==> config.mk <==
export PLATFORM = sky130hd
export DESIGN_NAME = ahb_arbiter
export DESIGN_NICKNAME = d
export VERILOG_FILES = /design/src/rtl/ahb_arb_pkg.sv /design/src/rtl/ahb_arbiter_rr_picker.sv /design/src/rtl/ahb_arbiter.sv
export SDC_FILE = /design/constraint.sdc
export NUM_CORES = 1
export LEC_CHECK = 0
export BUFFER_PORTS_ARGS = -buffer_cell sky130_fd_sc_hd__clkbuf_2
export CAP_MARGIN = 15
export CORE_MARGIN = 3
export CORE_UTILIZATION = 35
export CTS_CLUSTER_SIZE = 12
export DETAILED_ROUTE_END_ITERATION = 10
export GPL_TIMING_DRIVEN = 0
export PLACE_DENSITY = 0.53
export SETUP_SLACK_MARGIN = 0.5
export SLEW_MARGIN = 20
export SYNTH_ARGS = -nofsm -noshare
export SYNTH_HDL_FRONTEND = slang
export SYNTH_SLANG_ARGS = --single-unit
export TNS_END_PERCENT = 1
==> constraint.sdc <==
create_clock -name Hclk -period 5.97 [get_ports Hclk]
set_input_delay 1.194 -clock Hclk [delete_from_list [all_inputs] [get_ports Hclk]]
set_output_delay 1.194 -clock Hclk [all_outputs]
set_load 0.01 [all_outputs]
==> src/rtl/ahb_arb_pkg.sv <==
// Shared types and helpers for the AHB bus arbiter.
package ahb_arb_pkg;

    typedef enum logic [1:0] {
        IDLE   = 2'b00,
        BUSY   = 2'b01,
        NONSEQ = 2'b10,
        SEQ    = 2'b11
    } htrans_e;

    typedef enum logic [2:0] {
        SINGLE = 3'd0,
        INCR   = 3'd1,
        WRAP4  = 3'd2,
        INCR4  = 3'd3,
        WRAP8  = 3'd4,
        INCR8  = 3'd5,
        WRAP16 = 3'd6,
        INCR16 = 3'd7
    } hburst_e;

    typedef enum logic [1:0] {
        ARB    = 2'd0,
        BURST  = 2'd1,
        LOCKED = 2'd2
    } arb_state_e;

    localparam int CNT_W = 4;

    function automatic int unsigned burst_len(hburst_e b);
        int unsigned n;
        n = 1;
        unique case (b)
            WRAP4, INCR4:   n = 4;
            WRAP8, INCR8:   n = 8;
            WRAP16, INCR16: n = 16;
            default:        n = 1;
        endcase
        return n;
    endfunction

endpackage

==> src/rtl/ahb_arbiter_rr_picker.sv <==
// Round-robin priority picker: first requester after ptr wins, wrapping.
module rr_picker #(
    parameter int N = 4,
    parameter int W = $clog2(N)
) (
    input  logic [N-1:0] req,
    input  logic [W-1:0] ptr,
    output logic [N-1:0] gnt,
    output logic         vld
);

    logic [W-1:0] idx;

    always_comb begin
        gnt = '0;
        vld = 1'b0;
        idx = '0;
        for (int i = 1; i <= N; i++) begin
            idx = W'((int'(ptr) + i) % N);
            if (!vld && req[idx]) begin
                gnt[idx] = 1'b1;
                vld      = 1'b1;
            end
        end
    end

endmodule

==> src/rtl/ahb_arbiter.sv <==
// AHB arbiter: round-robin with parked default master; bursts and
// locked sequences are never broken, handover only on Hready.
module ahb_arbiter
    import ahb_arb_pkg::*;
#(
    parameter int NUM_MASTERS    = 4,
    parameter int DEFAULT_MASTER = 0,
    parameter int MW             = $clog2(NUM_MASTERS)
) (
    input  logic                   Hclk,
    input  logic                   Hresetn,
    input  logic [NUM_MASTERS-1:0] Hbusreq,
    input  logic [NUM_MASTERS-1:0] Hlock,
    input  logic [1:0]             Htrans,
    input  logic [2:0]             Hburst,
    input  logic                   Hready,
    output logic [NUM_MASTERS-1:0] Hgrant,
    output logic [MW-1:0]          Hmaster,
    output logic                   Hmastlock
);

    localparam logic [NUM_MASTERS-1:0] DEF_GNT =
        NUM_MASTERS'(1) << DEFAULT_MASTER;
    localparam logic [MW-1:0] DEF_IDX = MW'(DEFAULT_MASTER);

    function automatic logic [MW-1:0] oh2idx(logic [NUM_MASTERS-1:0] v);
        logic [MW-1:0] r;
        logic [MW-1:0] k;
        r = '0;
        for (int i = 0; i < NUM_MASTERS; i++) begin
            k = MW'(i);
            if (v[k]) r = k;
        end
        return r;
    endfunction

    arb_state_e             state_q, state_d;
    logic [CNT_W-1:0]       cnt_q, cnt_d;
    logic [MW-1:0]          ptr_q, ptr_d;
    logic [NUM_MASTERS-1:0] grant_d;
    logic [NUM_MASTERS-1:0] pick;
    logic                   pick_vld;
    logic [NUM_MASTERS-1:0] rearb_gnt;
    logic [MW-1:0]          rearb_idx;
    logic [MW-1:0]          gidx;
    logic                   rearb;
    htrans_e                trans;
    hburst_e                burst;

    assign trans = htrans_e'(Htrans);
    assign burst = hburst_e'(Hburst);
    assign gidx  = oh2idx(Hgrant);

    rr_picker #(
        .N (NUM_MASTERS),
        .W (MW)
    ) u_picker (
        .req (Hbusreq),
        .ptr (ptr_q),
        .gnt (pick),
        .vld (pick_vld)
    );

    assign rearb_gnt = pick_vld ? pick : DEF_GNT;
    assign rearb_idx = pick_vld ? oh2idx(pick) : DEF_IDX;

    always_comb begin
        state_d = state_q;
        cnt_d   = cnt_q;
        grant_d = Hgrant;
        ptr_d   = ptr_q;
        rearb   = 1'b0;
        unique case (state_q)
            ARB: begin
                if (trans == NONSEQ && burst_len(burst) > 1) begin
                    state_d = BURST;
                    cnt_d   = CNT_W'(burst_len(burst) - 1);
                end else if (Hlock[gidx] && Hbusreq[gidx]) begin
                    state_d = LOCKED;
                end else begin
                    rearb = 1'b1;
                end
            end
            BURST: begin
                if (trans == IDLE || trans == NONSEQ) begin
                    rearb   = 1'b1;
                    state_d = ARB;
                    cnt_d   = '0;
                end else if (trans == SEQ) begin
                    // Last beat: hand over so the next owner overlaps it.
                    if (cnt_q < CNT_W'(2)) begin
                        rearb   = 1'b1;
                        state_d = ARB;
                        cnt_d   = '0;
                    end else begin
                        cnt_d = cnt_q - CNT_W'(1);
                    end
                end
            end
            LOCKED: begin
                if (!Hlock[gidx]) begin
                    rearb   = 1'b1;
                    state_d = ARB;
                end
            end
            default: begin
                state_d = ARB;
                cnt_d   = '0;
            end
        endcase
        if (rearb) begin
            grant_d = rearb_gnt;
            if (rearb_gnt != Hgrant) ptr_d = rearb_idx;
        end
    end

    always_ff @(posedge Hclk or negedge Hresetn) begin
        if (!Hresetn) begin
            state_q   <= ARB;
            cnt_q     <= '0;
            ptr_q     <= DEF_IDX;
            Hgrant    <= DEF_GNT;
            Hmaster   <= DEF_IDX;
            Hmastlock <= 1'b0;
        end else if (Hready) begin
            state_q   <= state_d;
            cnt_q     <= cnt_d;
            ptr_q     <= ptr_d;
            Hgrant    <= grant_d;
            Hmaster   <= gidx;
            Hmastlock <= Hlock[gidx];
        end
    end

    a_grant_onehot: assert property (
        @(posedge Hclk) disable iff (!Hresetn) $onehot(Hgrant)
    );

endmodule
==> impl_metrics.env <==
export IMPL_clock_sinks=15
export IMPL_cts_repair_resized=0
export IMPL_clk_latency_ps=240
export IMPL_hold_path_class="reg -> reg"
export IMPL_holdPathStages=2
export IMPL_tightest_slew_ps=868
export IMPL_grt_total_usage_pct=15.4
export IMPL_fin_crit_sh_pct=56.0
export IMPL_setup_viol=0
export IMPL_cts_setup_buffers=0
export IMPL_start_util_pct=37.9
export IMPL_slew_violations=0
export IMPL_nets=203
export IMPL_cp_start_kind="primary input"
export IMPL_synthCells=152
export IMPL_synth_top_area_cell="dfrtp_1"
export IMPL_htree_levels=1
export IMPL_drv_cap=0
export IMPL_yosysWarnings=0
export IMPL_endpoint_kind="register"
export IMPL_ios=23
export IMPL_grt_ovfl_total=0
export IMPL_leakagePower_nw=0.671
export IMPL_drc=0
export IMPL_via_per_inst=5.39
export IMPL_hold_start="cnt_q[3]$_DFFE_PN0P_"
export IMPL_grt_pass1_wl_mm=5.43
export IMPL_synth_async_reset_ratio_pct=100
export IMPL_fmax_mhz=299
export IMPL_syn_area_sq_um=1310
export IMPL_vias=1201
export IMPL_yosysMostFrequentCell="o21ai_0"
export IMPL_clk_pin_slew_ps=60
export IMPL_die_h_microns=67.3
export IMPL_first_pass_iters=4
export IMPL_yosysSeqAreaShare_pct=28.7
export IMPL_cts_root_buf="clkbuf_8"
export IMPL_core_area_sq_um=3470
export IMPL_detailed_place_hpwl_mm=2.36
export IMPL_grtUsageMet2_pct=24.7
export IMPL_hold_buffers=0
export IMPL_nFillCells=352
export IMPL_r2r_end="ptr_q[1]$_DFFE_PN0P_"
export IMPL_crit_arrival_ps=3470
export IMPL_syn2layout_area_growth_pct=15.8
export IMPL_timing_rr_start="ptr_q[0]$_DFFE_PN0P_"
export IMPL_grt_start_max_net_pins=16
export IMPL_drtAntennaViolNets=0
export IMPL_rows=21
export IMPL_rsz0062_at_grt="false"
export IMPL_grt_antenna_before_repair=0
export IMPL_grt_use_met3_pct=3.66
export IMPL_fin_crit_ps=3340
export IMPL_fin_worst_skew_ps=2.93
export IMPL_rrSetupSlack_ps=2830
export IMPL_wl_mm=2.96
export IMPL_critPathMaxFanout=8
export IMPL_total_power_w=0.000859
export IMPL_required_ps=6100
export IMPL_synth_main_ff_cell="dfrtp_1"
export IMPL_synthTopCellsByCount="15 x o21ai_0, 14 x dfrtp_1, 13 x a21oi_1, 13 x nand2_1, 13 x nor2_1"
export IMPL_clk_path_buf_depth=2
export IMPL_top_usage_layer="met2"
export IMPL_antenna_cells=0
export IMPL_cts_buffers=3
export IMPL_design_die_area_sq_um=4520
export IMPL_synth_area_leaders="dfrtp_1 27%, ha_1 8.6%, o21ai_0 5.7%"
export IMPL_die_w_microns=67.3
export IMPL_place_congestion=0.775
export IMPL_synth_top_area_share_pct=26.7
export IMPL_grt_util_met1_pct=21.5
export IMPL_io_buffer_count=21
export IMPL_ir_worst_vdd_mv=0.216
export IMPL_path_class="in -> reg"
export IMPL_grt_pass1_vias=1168
export IMPL_finalHoldViolCount=0
export IMPL_slew_limit_headroom_pct=41.6
export IMPL_cts_tree="done"
export IMPL_fin_tns_setup_ps=0
export IMPL_ys_seq_elements=15
export IMPL_routedWlPerCell_microns=13.3
export IMPL_reg2regPathDepth=10
export IMPL_avgSynthCellArea_sq_um=8.64
export IMPL_status="completed"
export IMPL_hold_path_endpoint="cnt_q[3]$_DFFE_PN0P_"
export IMPL_yosys_cell_types_count=47
export IMPL_powerDensity_nw_per_um2=565
export IMPL_synth_edff_count=0
export IMPL_drive_gt1_share_pct=20.9
export IMPL_drtIter0Drc=56
export IMPL_syn_nets=177
## cells by family (layout without fill, tap and decap cells)
logic type,count (synthesis),count (layout),synth area share [%]
compound gates,54,54,27.2
simple gates,43,43,15.4
flops,15,15,28.7
buf+inv,15,40,4.86
mux,12,12,12.6
fa+ha+maj,9,9,8.57
xor+xnor,4,4,2.67
## critical path, cell delays in order
cell and delay [ps]:
clkbuf_2 120, mux4_2 580, or3b_1 440, a21oi_2 190, a31oi_1 110, a221oi_2 320, a41oi_2 170, mux2_1 340
## power breakdown
part / internal [W] / total (W) / switching [W]
Combinational: 0.000254 / 0.000574 / 0.000320
Sequential: 0.000150 / 0.000205 / 0.0000551
Clock: 0.0000472 / 0.0000806 / 0.0000334
## cell usage in the layout, fill, tap and decap left out, types with 5 or more instances in the layout
master    count
nand2_1      13
a21oi_1      13
ha_1          9
dfrtp_1      14
nor3_1        5
nor2_1       13
inv_1        10
mux2i_1       6
clkbuf_1      5
o21ai_0      15
clkbuf_2     21
## metal layers
layer  up-vias  share of wire (%)
met5         -                  0
met4         0               0.30
met3         2                5.0
met2        28                 44
met1       560                 51
li1        611                  -
## sequential cells by signal, summed over array words and instances, names as in the netlist
register,count
Hgrant,4
Hmaster,2
Hmastlock,1
cnt_q,4
ptr_q,2
state_q,2
## area by class of cell
| type | count | area, sq um | area share, % |
|---|---|---|---|
| clock buffer | 4 | 45.0 | 2.96 |
| buffer | 5 | 26.3 | 1.73 |
| tap | 46 | 57.6 | 3.78 |
| timing repair buffer | 21 | 105 | 6.91 |
| inverter | 10 | 37.5 | 2.47 |
| multi-input combinational | 122 | 873 | 57.4 |
| sequential | 15 | 377 | 24.8 |
## per-stage QoR
step                      std cells  util [%]  setup slack (ps)  hold slack [ps]  cell area [sq um]
after floorplan                 152         -              2680              474               1310
after global placement          219      42.6              2390              496               1480
after detailed placement        219      42.6              2380              502               1480
after CTS                       223      43.9              2640              515               1520
after global routing            223      43.9              2510              576               1520
final                           223      43.9              2630              508               1520
## how the worst max path moves through the flow
stage / from / to / cells after the start
2_1_floorplan: Hbusreq[1] / ptr_q[1]$_DFFE_PN0P_ / 7
3_3_place_gp: Hbusreq[1] / ptr_q[1]$_DFFE_PN0P_ / 8
3_5_place_dp: Hbusreq[1] / ptr_q[1]$_DFFE_PN0P_ / 8
4_1_cts: Hbusreq[1] / ptr_q[1]$_DFFE_PN0P_ / 8
5_1_grt: Hbusreq[1] / ptr_q[1]$_DFFE_PN0P_ / 8
6_report: Hbusreq[1] / ptr_q[1]$_DFFE_PN0P_ / 8
Note: power is estimated with default switching activity, not from simulation.
